[config.mk]
export PLATFORM = sky130hd
export DESIGN_NAME = pong_game_ctrl_flat
export DESIGN_NICKNAME = d
export VERILOG_FILES = /design/src/rtl/pong_game_ctrl_if.sv /design/src/rtl/pong_game_ctrl.sv /design/src/flat_wrapper.sv
export SDC_FILE = /design/constraint.sdc
export NUM_CORES = 1
export LEC_CHECK = 0
export CAP_MARGIN = 40
export CORE_ASPECT_RATIO = 0.8
export CORE_UTILIZATION = 46
export DETAILED_ROUTE_END_ITERATION = 8
export GPL_ROUTABILITY_DRIVEN = 0
export PLACE_DENSITY = 0.79
export SLEW_MARGIN = 40
export SYNTH_ARGS = -nofsm -noshare
export SYNTH_HDL_FRONTEND = slang
export SYNTH_SLANG_ARGS = --single-unit
[constraint.sdc]
create_clock -name clk -period 2.11 [get_ports clk]
set_input_delay 0.422 -clock clk [delete_from_list [all_inputs] [get_ports clk]]
set_output_delay 0.422 -clock clk [all_outputs]
set_load 0.02 [all_outputs]
[src/rtl/pong_game_ctrl_if.sv]
// Signal bundle between the pong game controller and the video/paddle datapath.
// The controller takes the slave side; the datapath (or a bench) takes the master side.
interface pong_game_ctrl_if;
  logic [1:0] btn_left;
  logic [1:0] btn_right;
  logic       hit;
  logic       miss;
  logic [9:0] x;
  logic [9:0] y;
  logic       gra_still;
  logic       game_over;
  logic [3:0] score_ones;
  logic [3:0] score_tens;
  logic [1:0] balls_left;
  logic [1:0] state;

  modport master (
    output btn_left, btn_right, hit, miss, x, y,
    input  gra_still, game_over, score_ones, score_tens, balls_left, state
  );

  modport slave (
    input  btn_left, btn_right, hit, miss, x, y,
    output gra_still, game_over, score_ones, score_tens, balls_left, state
  );
endinterface

[src/rtl/pong_game_ctrl.sv]
// Pong game sequencer: new game / play / new ball / game over, with BCD score,
// ball count and a frame-tick driven delay timer.
module pong_game_ctrl #(
    parameter int unsigned BALLS        = 3,
    parameter int unsigned TIMER_FRAMES = 120,
    parameter int unsigned TICK_Y       = 481,
    parameter int unsigned TICK_X       = 0
) (
    input logic            clk,
    input logic            reset,
    pong_game_ctrl_if.slave bus
);

    localparam int unsigned TW_RAW = $clog2(TIMER_FRAMES + 1);
    localparam int unsigned TW     = (TW_RAW < 7) ? 7 : TW_RAW;
    localparam logic [TW-1:0] TIMER_LOAD = TW'(TIMER_FRAMES);
    localparam logic [1:0]    BALLS_INIT = 2'(BALLS);

    typedef enum logic [1:0] {
        NEWGAME = 2'b00,
        PLAY    = 2'b01,
        NEWBALL = 2'b10,
        OVER    = 2'b11
    } state_t;

    state_t        state_q, state_n;
    logic [3:0]    ones_q, ones_n, tens_q, tens_n;
    logic [1:0]    balls_q, balls_n;
    logic [TW-1:0] timer_q;
    logic          hit_d, miss_d;
    logic          hit_p, miss_p;
    logic          any_btn, frame_tick, timer_done, timer_start;

    assign any_btn    = (|bus.btn_left) | (|bus.btn_right);
    assign frame_tick = (bus.y == 10'(TICK_Y)) && (bus.x == 10'(TICK_X));
    assign hit_p      = bus.hit & ~hit_d;
    assign miss_p     = bus.miss & ~miss_d;
    assign timer_done = (timer_q == '0);

    always_comb begin
        state_n     = state_q;
        ones_n      = ones_q;
        tens_n      = tens_q;
        balls_n     = balls_q;
        timer_start = 1'b0;
        case (state_q)
            NEWGAME: begin
                ones_n  = '0;
                tens_n  = '0;
                balls_n = BALLS_INIT;
                if (any_btn) state_n = PLAY;
            end
            PLAY: begin
                // A miss wins over a simultaneous hit; that hit is dropped.
                if (miss_p) begin
                    timer_start = 1'b1;
                    if (balls_q <= 2'd1) begin
                        balls_n = '0;
                        state_n = OVER;
                    end else begin
                        balls_n = balls_q - 2'd1;
                        state_n = NEWBALL;
                    end
                end else if (hit_p && !(tens_q == 4'd9 && ones_q == 4'd9)) begin
                    if (ones_q == 4'd9) begin
                        ones_n = '0;
                        tens_n = tens_q + 4'd1;
                    end else begin
                        ones_n = ones_q + 4'd1;
                    end
                end
            end
            NEWBALL: begin
                if (timer_done && any_btn) state_n = PLAY;
            end
            OVER: begin
                // Clear on the way out so NEWGAME shows a fresh scoreboard at once.
                if (timer_done) begin
                    state_n = NEWGAME;
                    ones_n  = '0;
                    tens_n  = '0;
                    balls_n = BALLS_INIT;
                end
            end
            default: state_n = NEWGAME;
        endcase
    end

    always_ff @(posedge clk) begin
        if (reset) begin
            state_q <= NEWGAME;
            ones_q  <= '0;
            tens_q  <= '0;
            balls_q <= BALLS_INIT;
            timer_q <= '0;
            hit_d   <= 1'b0;
            miss_d  <= 1'b0;
        end else begin
            state_q <= state_n;
            ones_q  <= ones_n;
            tens_q  <= tens_n;
            balls_q <= balls_n;
            hit_d   <= bus.hit;
            miss_d  <= bus.miss;
            if (timer_start)
                timer_q <= TIMER_LOAD;
            else if (frame_tick && !timer_done)
                timer_q <= timer_q - TW'(1);
        end
    end

    assign bus.state      = state_q;
    assign bus.gra_still  = (state_q != PLAY);
    assign bus.game_over  = (state_q == OVER);
    assign bus.score_ones = ones_q;
    assign bus.score_tens = tens_q;
    assign bus.balls_left = balls_q;

endmodule

[src/flat_wrapper.sv]
// flat-port wrapper written by rule: the top's interface ports become plain ports
module pong_game_ctrl_flat 
#(
    parameter int unsigned BALLS        = 3,
    parameter int unsigned TIMER_FRAMES = 120,
    parameter int unsigned TICK_Y       = 481,
    parameter int unsigned TICK_X       = 0
)
  (clk, reset, bus_btn_left, bus_btn_right, bus_hit, bus_miss, bus_x, bus_y, bus_gra_still, bus_game_over, bus_score_ones, bus_score_tens, bus_balls_left, bus_state);
  pong_game_ctrl_if bus_i ();
  input logic clk;
  input logic reset;
  input wire logic [$bits(bus_i.btn_left)-1:0] bus_btn_left;
  input wire logic [$bits(bus_i.btn_right)-1:0] bus_btn_right;
  input wire logic [$bits(bus_i.hit)-1:0] bus_hit;
  input wire logic [$bits(bus_i.miss)-1:0] bus_miss;
  input wire logic [$bits(bus_i.x)-1:0] bus_x;
  input wire logic [$bits(bus_i.y)-1:0] bus_y;
  output wire logic [$bits(bus_i.gra_still)-1:0] bus_gra_still;
  output wire logic [$bits(bus_i.game_over)-1:0] bus_game_over;
  output wire logic [$bits(bus_i.score_ones)-1:0] bus_score_ones;
  output wire logic [$bits(bus_i.score_tens)-1:0] bus_score_tens;
  output wire logic [$bits(bus_i.balls_left)-1:0] bus_balls_left;
  output wire logic [$bits(bus_i.state)-1:0] bus_state;
  assign bus_i.btn_left = bus_btn_left;
  assign bus_i.btn_right = bus_btn_right;
  assign bus_i.hit = bus_hit;
  assign bus_i.miss = bus_miss;
  assign bus_i.x = bus_x;
  assign bus_i.y = bus_y;
  assign bus_gra_still = bus_i.gra_still;
  assign bus_game_over = bus_i.game_over;
  assign bus_score_ones = bus_i.score_ones;
  assign bus_score_tens = bus_i.score_tens;
  assign bus_balls_left = bus_i.balls_left;
  assign bus_state = bus_i.state;
  pong_game_ctrl #(.BALLS(BALLS), .TIMER_FRAMES(TIMER_FRAMES), .TICK_Y(TICK_Y), .TICK_X(TICK_X)) u_core (.clk(clk), .reset(reset), .bus(bus_i));
endmodule
# Word-level counts from Yosys, hierarchy flattened
# Index checks and enable logic that the tools add are counted.
# W data, S select, Z words.
totals:
  register_bits: 21
  inputBits: 28
  wordCells: 74
classes:
  add_sub_neg: 4
  magnitude_cmp: 1
  eq_ne: 14
  n_mux: 23
  n_bitwise: 5
  n_reduce_logical: 19
ops:
  columns: ["op", "count"]
  rows:
  - ["$mux W4", 7]
  - ["$pmux W4 S3", 2]
  - ["$mux W2", 7]
  - ["$mux W7", 2]
  - ["$ne A2 B1 Y1 const B", 7]
  - ["$eq A10 B9 Y1 const B", 1]
  - ["$logic_not A10 Y1", 1]
  - ["$add A4 B1 Y4 const B", 2]
  - ["$eq A4 B4 Y1 const B", 2]
  - ["$pmux W2 S4", 1]
  - ["$reduce_and A4 Y1", 2]
  - ["$logic_not A7 Y1", 1]
  - ["$sub A7 B1 Y7 const B", 1]
  - ["$pmux W2 S3", 1]
  - ["$reduce_or A2 Y1", 3]
  - ["$logic_and A1 B1 Y1", 5]
  - ["$reduce_and A5 Y1", 1]
  - ["$eq A2 B2 Y1 const B", 2]
  - ["$mux W1", 3]
  - ["$reduce_and A3 Y1", 1]
  - ["$reduce_bool A3 Y1", 1]
  - ["$and A1 B1 Y1", 2]
  - ["$eq A2 B1 Y1 const B", 1]
  - ["$le A2 B1 Y1 const B", 1]
  - ["7 further kinds", 9]

# Longest topological paths before layout
# Gate-level depths: netlist of run 1.
depth:
  ltp_word: 7
  ltp_mapped: 7

# Least setup slack after synthesis of run 1
# Ideal clock, no wire load.
synth_timing:
  kind: "reg2reg"
  from: "register u_core.timer_q[2]"
  to: "register u_core.tens_q[3], in the netlist u_core.bus.score_tens[3]"
  arrival_ns: 1.608
  setup_slack_ns: 0.372
  path_stages_with_launch: 5
  synth_period_minus_slack_ns: 1.738
  cell_sequence: "dfxtp_1 -> or4_4 -> o31a_1 -> o311ai_2 -> o31ai_1"
synth_between:
  elab_chain_cells: 3
synth_lines:
  columns: ["element", "line", "text"]
  rows:
  - ["from (decl)", "pong_game_ctrl.sv:29", "logic [TW-1:0] timer_q;"]
  - ["from (signal assigned)", "pong_game_ctrl.sv:108", "timer_q <= timer_q - TW'(1);"]
  - ["$logic_not A7 Y1", "pong_game_ctrl.sv:38", "assign timer_done = (timer_q == '0);"]
  - ["$ne A2 B1 Y1 (no source line)", null, null]
  - ["$reduce_and A5 Y1 (no source line)", null, null]
  - ["to (signal assigned)", "pong_game_ctrl.sv:101", "tens_q <= tens_n;"]
  - ["to (decl)", "pong_game_ctrl.sv:27", "logic [3:0] ones_q, ones_n, tens_q, tens_n;"]
# Every way passes these cells.
# A chain may end at the register's enable or synchronous reset.

# Worst setup path in the final report of run 1
layout_timing:
  from: "input bus_y[1]"
  to: "register u_core.timer_q[5]"
layout_between:
  elab_chain_cells: 4
layout_lines:
  columns: ["element", "line", "text"]
  rows:
  - ["from (decl)", "flat_wrapper.sv:18", "input wire logic [$bits(bus_i.y)-1:0] bus_y;"]
  - ["$eq A10 B9 Y1", "pong_game_ctrl.sv:35", "assign frame_tick = (bus.y == 10'(TICK_Y)) && (bus.x == 10'(TICK_X));"]
  - ["$logic_and A1 B1 Y1", "pong_game_ctrl.sv:35", null]
  - ["$logic_and A1 B1 Y1", "pong_game_ctrl.sv:107", "else if (frame_tick && !timer_done)"]
  - ["$reduce_bool A2 Y1 (no source line)", null, null]
# Every way passes these cells.

==> run summary, run 1 <==
Top_reg_cell synth - dfxtp_1
Footprint of the multi-input gates - 852 um^2
RR Startpoint - u_core.timer_q[2]
Layout net count - 241
Number of synthesized flops with an enable pin - 0
Pre-CTS setup slack - -0.183 ns
Clock Latency Late Sink - 0.31 ns
Starting Density - 0.512
F_max - 505 MHz
Clock root cell - clkbuf_4
First-pass GRT wire length - 6.22 mm
Commonest non-fill, non-tap cell in the layout - clkdlybuf4s50_1
Final Cycle Share - 0.938
Row cnt - 16
H-tree depth - 1
Area contributors post-synth - dfxtp_1 32%, ha_1 5.7%, nand3_1 4.5%, nor2_1 3.1%, o21ai_0 3.0%
Die width - 61.9 um
Post-CTS Setup Inserts - 0
Total track usage - 0.278
Max-slew violation count - 0
Die Y - 49.9 um
Post-synthesis mux area share - 0.0152
Grt ovf - 0
DP HPWL - 3.05 mm
CTS Buf Count - 3
CP Max Fanout - 11
Residual DRC - 0
Iter 0 DRT Violations - 182
Ports - 42
Maximum number of pins on one net before global-route repair - 13
PD cells - 456 nW/um^2
Flop2flop setup slack - 0.16 ns
Worst r2r path cells - 5
Max-cap violations - 0
Final setup vio count - 0
Area fraction in compound gates after synthesis - 0.237
WP data required - 2.34 ns
I/O Buffers - 41
CTS tree - done
Most frequent cells in the layout - 39 x clkdlybuf4s50_1, 20 x dfxtp_1, 13 x buf_4
Hold WC Path Type - flop to flop
P&R area growth vs syn - 42.3%
Final WL - 3.77 mm
Slew HR - 0.685
Synth warn - 0
Seq/Total Area, Yosys - 0.318
Syn Area/Cell - 8.69 um^2
Share of layout cells above drive strength 1 - 0.155
Peak supply drop - 0.000421 V
Post-synthesis async set-or-reset flop share - 0
Storage element area - 422 um^2
Final worst path period need - 1.98 ns
Clock Path Buffers - 2
Clock skew - 0.0108 ns
Post-DRT Antenna Nets - 0
Clock slew at reported path FFs - 0.11 ns
Hold Crit Start - u_core.timer_q[0]
Post-Synth Adder-Cell Area - 0.0568
Cell area after synthesis - 1320 um^2
Critical path type - input port to flop
Setup ws final - 0.131 ns
Syn nets - 186
Distinct cells, synth - 55
Startpoint Class - input port
Die ar. - 3090 um^2
Setup crit end kind - flop
Design Area, Final - 1880 um^2
Vias in the first global route - 1373
RSZ-0062 raised after global routing - false
Routed len/inst - 15.6 um
Leak - 0.698 nW
Worst hold path stage count - 2
Crit Reg-Reg Endpoint - u_core.timer_q[6]
Vias - 1406
Via/cell ratio - 5.81
Synth Area in XOR/XNOR - 0
Largest area contributor in the synthesized netlist - dfxtp_1
Sink Count - 21
Yosys top cell area share - 0.318
ANT cells - 0
Placed inst area - 1840 um^2
Fraction of the mapped netlist area in simple logic gates - 0.330
Status - complete, no violations
Worst Hold Path EP - u_core.timer_q[0]
Drt first pass iters - 5
Fillers - 195
Worst slew pin tran - 0.469 ns
Hold Fails Final Rpt - 0
Area of the core - 2580 um^2
Flops & latches, synth - 21
Cell count after synthesis - 152
Critical Path AT - 2.21 ns
Antenna violations before repair - 0
Main combinational cell family by area after synthesis - simple AND/OR/NAND/NOR gates
CTS hold repair buffers - 0
==> metal layers <==
| layer | up-vias | GRT usage | share of wire |
|---|---|---|---|
| li1 | 686 | - | - |
| met1 | 646 | 0.344 | 0.42 |
| met2 | 66 | 0.459 | 0.50 |
| met3 | 8 | 0.0709 | 0.069 |
| met4 | 0 | 0.0889 | 0.017 |
| met5 | - | 0 | 0 |
==> cell type report <==
type / count / area share
multi-input cells: 120 / 0.453
repair buffers: 54 / 0.271
flip-flops and latches: 21 / 0.224
well taps: 36 / 0.0240
clock buffers: 4 / 0.0140
inverters: 7 / 0.0140
==> worst max-delay path, stage by stage <==
cell and delay (ns):
clkdlybuf4s50_1 0.44, nor4_2 0.43, o211ai_4 0.21, or4b_1 0.54
a21oi_1 0.18
==> kinds of logic (layout without fill, tap and decap cells) <==
logic type               Yosys count  after routing
AND/OR/NAND/NOR                   72             72
buffers and inverters             11             65
flip-flops                        21             21
adder cells (fa/ha/maj)            6              6
AO/OA/AOI/OAI                     40             40
multiplexers                       2              2
==> power by group <==
part / switching (W) / leakage, nW / internal (W)
sequential: 0.0000185 / 0.171 / 0.000410
combinational: 0.000112 / 0.512 / 0.000118
clock: 0.000124 / 0.0150 / 0.0000738
==> sequential cells by signal, summed over array words and instances (netlist names) <==
signal	count
u_core.timer_q	7
u_core.bus.score_ones	4
u_core.bus.score_tens	4
u_core.bus.balls_left	2
u_core.bus.state	2
u_core.hit_d	1
u_core.miss_d	1
==> repair_timing <==
action / in CTS / in global routing
setup endpoints to repair: 1 / 3
pin swaps: 0 / 1
gates resized for setup: 1 / 3
==> through the flow <==
stage           util  hold WS, ns  total power (W)  setup TNS [ns]  cells
2_1_floorplan      -        0.458         0.000553               0    152
3_3_place_gp   0.714        0.476         0.000653          -0.283    238
3_5_place_dp   0.714        0.490         0.000663          -0.756    238
4_1_cts        0.723        0.507         0.000855               0    242
5_1_grt        0.728        0.527         0.000905               0    242
6_report       0.728        0.506         0.000857               0    242
==> cell usage after synthesis (all sizes together), types with 2 or more instances <==
cell type / instances
buf: 3
a31oi: 2
o22ai: 2
and4: 2
nor4: 4
o311ai: 2
o211ai: 5
nor2: 11
a21oi: 8
inv: 7
nor3: 5
mux2i: 2
and2: 3
nor2b: 4
or3: 3
o31ai: 3
a2111oi: 2
nand3: 12
nand3b: 2
and2b: 2
ha: 6
o21ai: 9
or4: 4
dfxtp: 21
nand2b: 2
nand2: 8
==> worst max path at each step <==
stage,from,endpoint,slack (ns),cells after the start
CTS,u_core.bus.state[0],bus_game_over,0.02,2
global placement,bus_y[1],u_core.timer_q[3],-0.08,5
detailed placement,bus_y[1],u_core.timer_q[6],-0.18,5
finish,bus_y[1],u_core.timer_q[5],0.13,5
global route,u_core.timer_q[2],u_core.timer_q[6],0.02,5
floorplan,u_core.timer_q[2],u_core.bus.score_tens[3],0.37,4
No activity file was read; power rests on OpenSTA's default activity.
==> run 2, diff against run 1 <==
--- a/config.mk
+++ b/config.mk
@@ -8,8 +8,10 @@
 export CAP_MARGIN = 40
 export CORE_ASPECT_RATIO = 0.8
-export CORE_UTILIZATION = 46
+export CORE_UTILIZATION = 48
+export CTS_BUF_LIST = sky130_fd_sc_hd__clkbuf_8
+export CTS_CLUSTER_DIAMETER = 60
 export DETAILED_ROUTE_END_ITERATION = 8
 export GPL_ROUTABILITY_DRIVEN = 0
-export PLACE_DENSITY = 0.79
+export PLACE_DENSITY = 0.82
 export SLEW_MARGIN = 40
 export SYNTH_ARGS = -nofsm -noshare
==> constraint.sdc (replaced) <==
create_clock -name clk -period 2.11 [get_ports clk]
set_input_delay 0.211 -clock clk [delete_from_list [all_inputs] [get_ports clk]]
set_output_delay 0.211 -clock clk [all_outputs]
set_load 0.02 [all_outputs]
==> run summary, run 2 (synthesis gave the netlist of run 1 again) <==
Final worst path period need - 1.93 ns (was 1.98 ns)
Post-CTS Setup Inserts - 0 (unchanged)
Grt ovf - 0 (unchanged)
Max-slew violation count - 0 (unchanged)
Largest reg by FF count - u_core.timer_q (unchanged)
Hold WC Path Type - flop to flop (unchanged)
CTS hold repair buffers - 0 (unchanged)
Max reg flops - 7 (unchanged)
WL met2 - 1.85 mm (was 1.87 mm)
First-pass GRT wire length - 5.90 mm (was 6.22 mm)
I/O Buffers - 41 (unchanged)
Final WL - 3.68 mm (was 3.77 mm)
Post-cts sizing count - 0 (was 1)
Top Metal Used - met4 (unchanged)
Hold Fails Final Rpt - 0 (unchanged)
Setup TNS - 0 ns (unchanged)
Placed inst area - 1780 um^2 (was 1840 um^2)
Critical Path AT - 2.11 ns (was 2.21 ns)
Antenna violations before repair - 0 (unchanged)
Max-cap violations - 0 (unchanged)
Worst slew pin tran - 0.470 ns (was 0.469 ns)
Routed len/inst - 15.7 um (was 15.6 um)
Clock Path Buffers - 2 (unchanged)
CP Max Fanout - 9 (was 11)
H-tree depth - 1 (unchanged)
Die ar. - 2970 um^2 (was 3090 um^2)
Met1 wire length - 1.57 mm (was 1.58 mm)
Share of layout cells above drive strength 1 - 0.116 (was 0.155)
PD cells - 500 nW/um^2 (was 456 nW/um^2)
Startpoint Class - flop (was input port)
Final Cycle Share - 0.915 (was 0.938)
WP data required - 2.29 ns (was 2.34 ns)
Via/cell ratio - 5.91 (was 5.81)
Maximum number of pins on one net before global-route repair - 12 (was 13)
Area of the core - 2520 um^2 (was 2580 um^2)
Sink Count - 21 (unchanged)
F_max - 518 MHz (was 505 MHz)
Die Y - 48.9 um (was 49.9 um)
Design Area, Final - 1830 um^2 (was 1880 um^2)
CTS Buf Count - 3 (unchanged)
Iter 0 DRT Violations - 50 (was 182)
Vias - 1382 (was 1406)
Clock slew at reported path FFs - 0.07 ns (was 0.11 ns)
Final setup vio count - 0 (unchanged)
Clock root cell - clkbuf_8 (was clkbuf_4)
DP HPWL - 2.98 mm (was 3.05 mm)
Clock Latency Late Sink - 0.27 ns (was 0.31 ns)
Post-DRT Antenna Nets - 0 (unchanged)
Slew HR - 0.684 (was 0.685)
Drt first pass iters - 4 (was 5)
Commonest non-fill, non-tap cell in the layout - clkdlybuf4s50_1 (unchanged)
Setup crit end kind - flop (unchanged)
Ports - 42 (unchanged)
Residual DRC - 0 (unchanged)
RSZ-0062 raised after global routing - false (unchanged)
Peak supply drop - 0.000461 V (was 0.000421 V)
Critical path type - flop to flop (was input port to flop)
Status - complete, no violations (unchanged)
Starting Density - 0.524 (was 0.512)
Layout net count - 233 (was 241)
Most frequent cells in the layout - 41 x clkdlybuf4s50_1, 21 x dfxtp_1, 12 x nand3_1 (was 39 x clkdlybuf4s50_1, 20 x dfxtp_1, 13 x buf_4)
Leak - 0.660 nW (was 0.698 nW)
Wire length on met3 - 219 um (was 259 um)
ANT cells - 0 (unchanged)
Vias in the first global route - 1343 (was 1373)
Row cnt - 16 (unchanged)
Total track usage - 0.264 (was 0.278)
Clock skew - 0.00570 ns (was 0.0108 ns)
P&R area growth vs syn - 38.4% (was 42.3%)
CTS tree - done (unchanged)
Die width - 60.7 um (was 61.9 um)
## run 2: cell count changes in the layout (fill, tap and decap cells not counted), sizes merged
cell,previous run,this run
dlymetal6s2s,1,0
dlygate4sd2,1,0
buf,13,5
inv,7,8
clkbuf,4,3
clkdlybuf4s50,39,41
## run 2: final cells by class
type | instances | area (um^2)
Inverter | 7 | 26.3
Multi-Input combinational cell | 120 | 843
Clock buffer | 3 | 41.3
Sequential cell | 21 | 420
Clock inverter | 1 | 3.75
Timing Repair Buffer | 46 | 448
Tap cell | 36 | 45.0
Fill cell | 204 | 694
## run 2: where the power goes
group          leakage (nW)  total [W]  internal [W]  switching [W]
combinational         0.462   0.000224      0.000115       0.000109
sequential            0.171   0.000428      0.000410      0.0000185
clock                0.0269   0.000261      0.000130       0.000131
total                 0.660   0.000914      0.000654       0.000259
## run 2: worst paths after layout
check | from | to | slack [ns] | cells after the start
hold reg to reg | u_core.timer_q[0] | u_core.timer_q[0] | 0.52 | 2
setup reg to reg | u_core.timer_q[0] | u_core.timer_q[3] | 0.18 | 6
hold / removal | u_core.timer_q[0] | u_core.timer_q[0] | 0.52 | 2
setup / recovery | u_core.timer_q[0] | u_core.timer_q[3] | 0.18 | 6
## run 2: per-stage QoR
step	hold WS [ns]	total power [W]	worst slack [ns]	utilization	std cells
final	0.515	0.000914	0.180	0.725	234
after floorplan	0.339	0.000553	0.372	-	152
after CTS	0.515	0.000913	0.216	0.725	234
after global routing	0.533	0.000952	0.0760	0.725	234
after global placement	0.468	0.000647	0.0409	0.707	230
after detailed placement	0.502	0.000656	-0.0366	0.707	230
## run 2: worst max-delay path, cell delays in order (launching register included)
cell and delay (ns):
dfxtp_1 0.36, inv_1 0.09, ha_1 0.22, or2b_1 0.23, o211ai_2 0.19, or4_1 0.55
a31oi_1 0.21
## run 2: routing by layer
layer | global-route usage | up-vias
li1 | - | 669
met1 | 0.335 | 650
met2 | 0.447 | 57
met3 | 0.0663 | 6
met4 | 0.0530 | 0
met5 | 0 | -
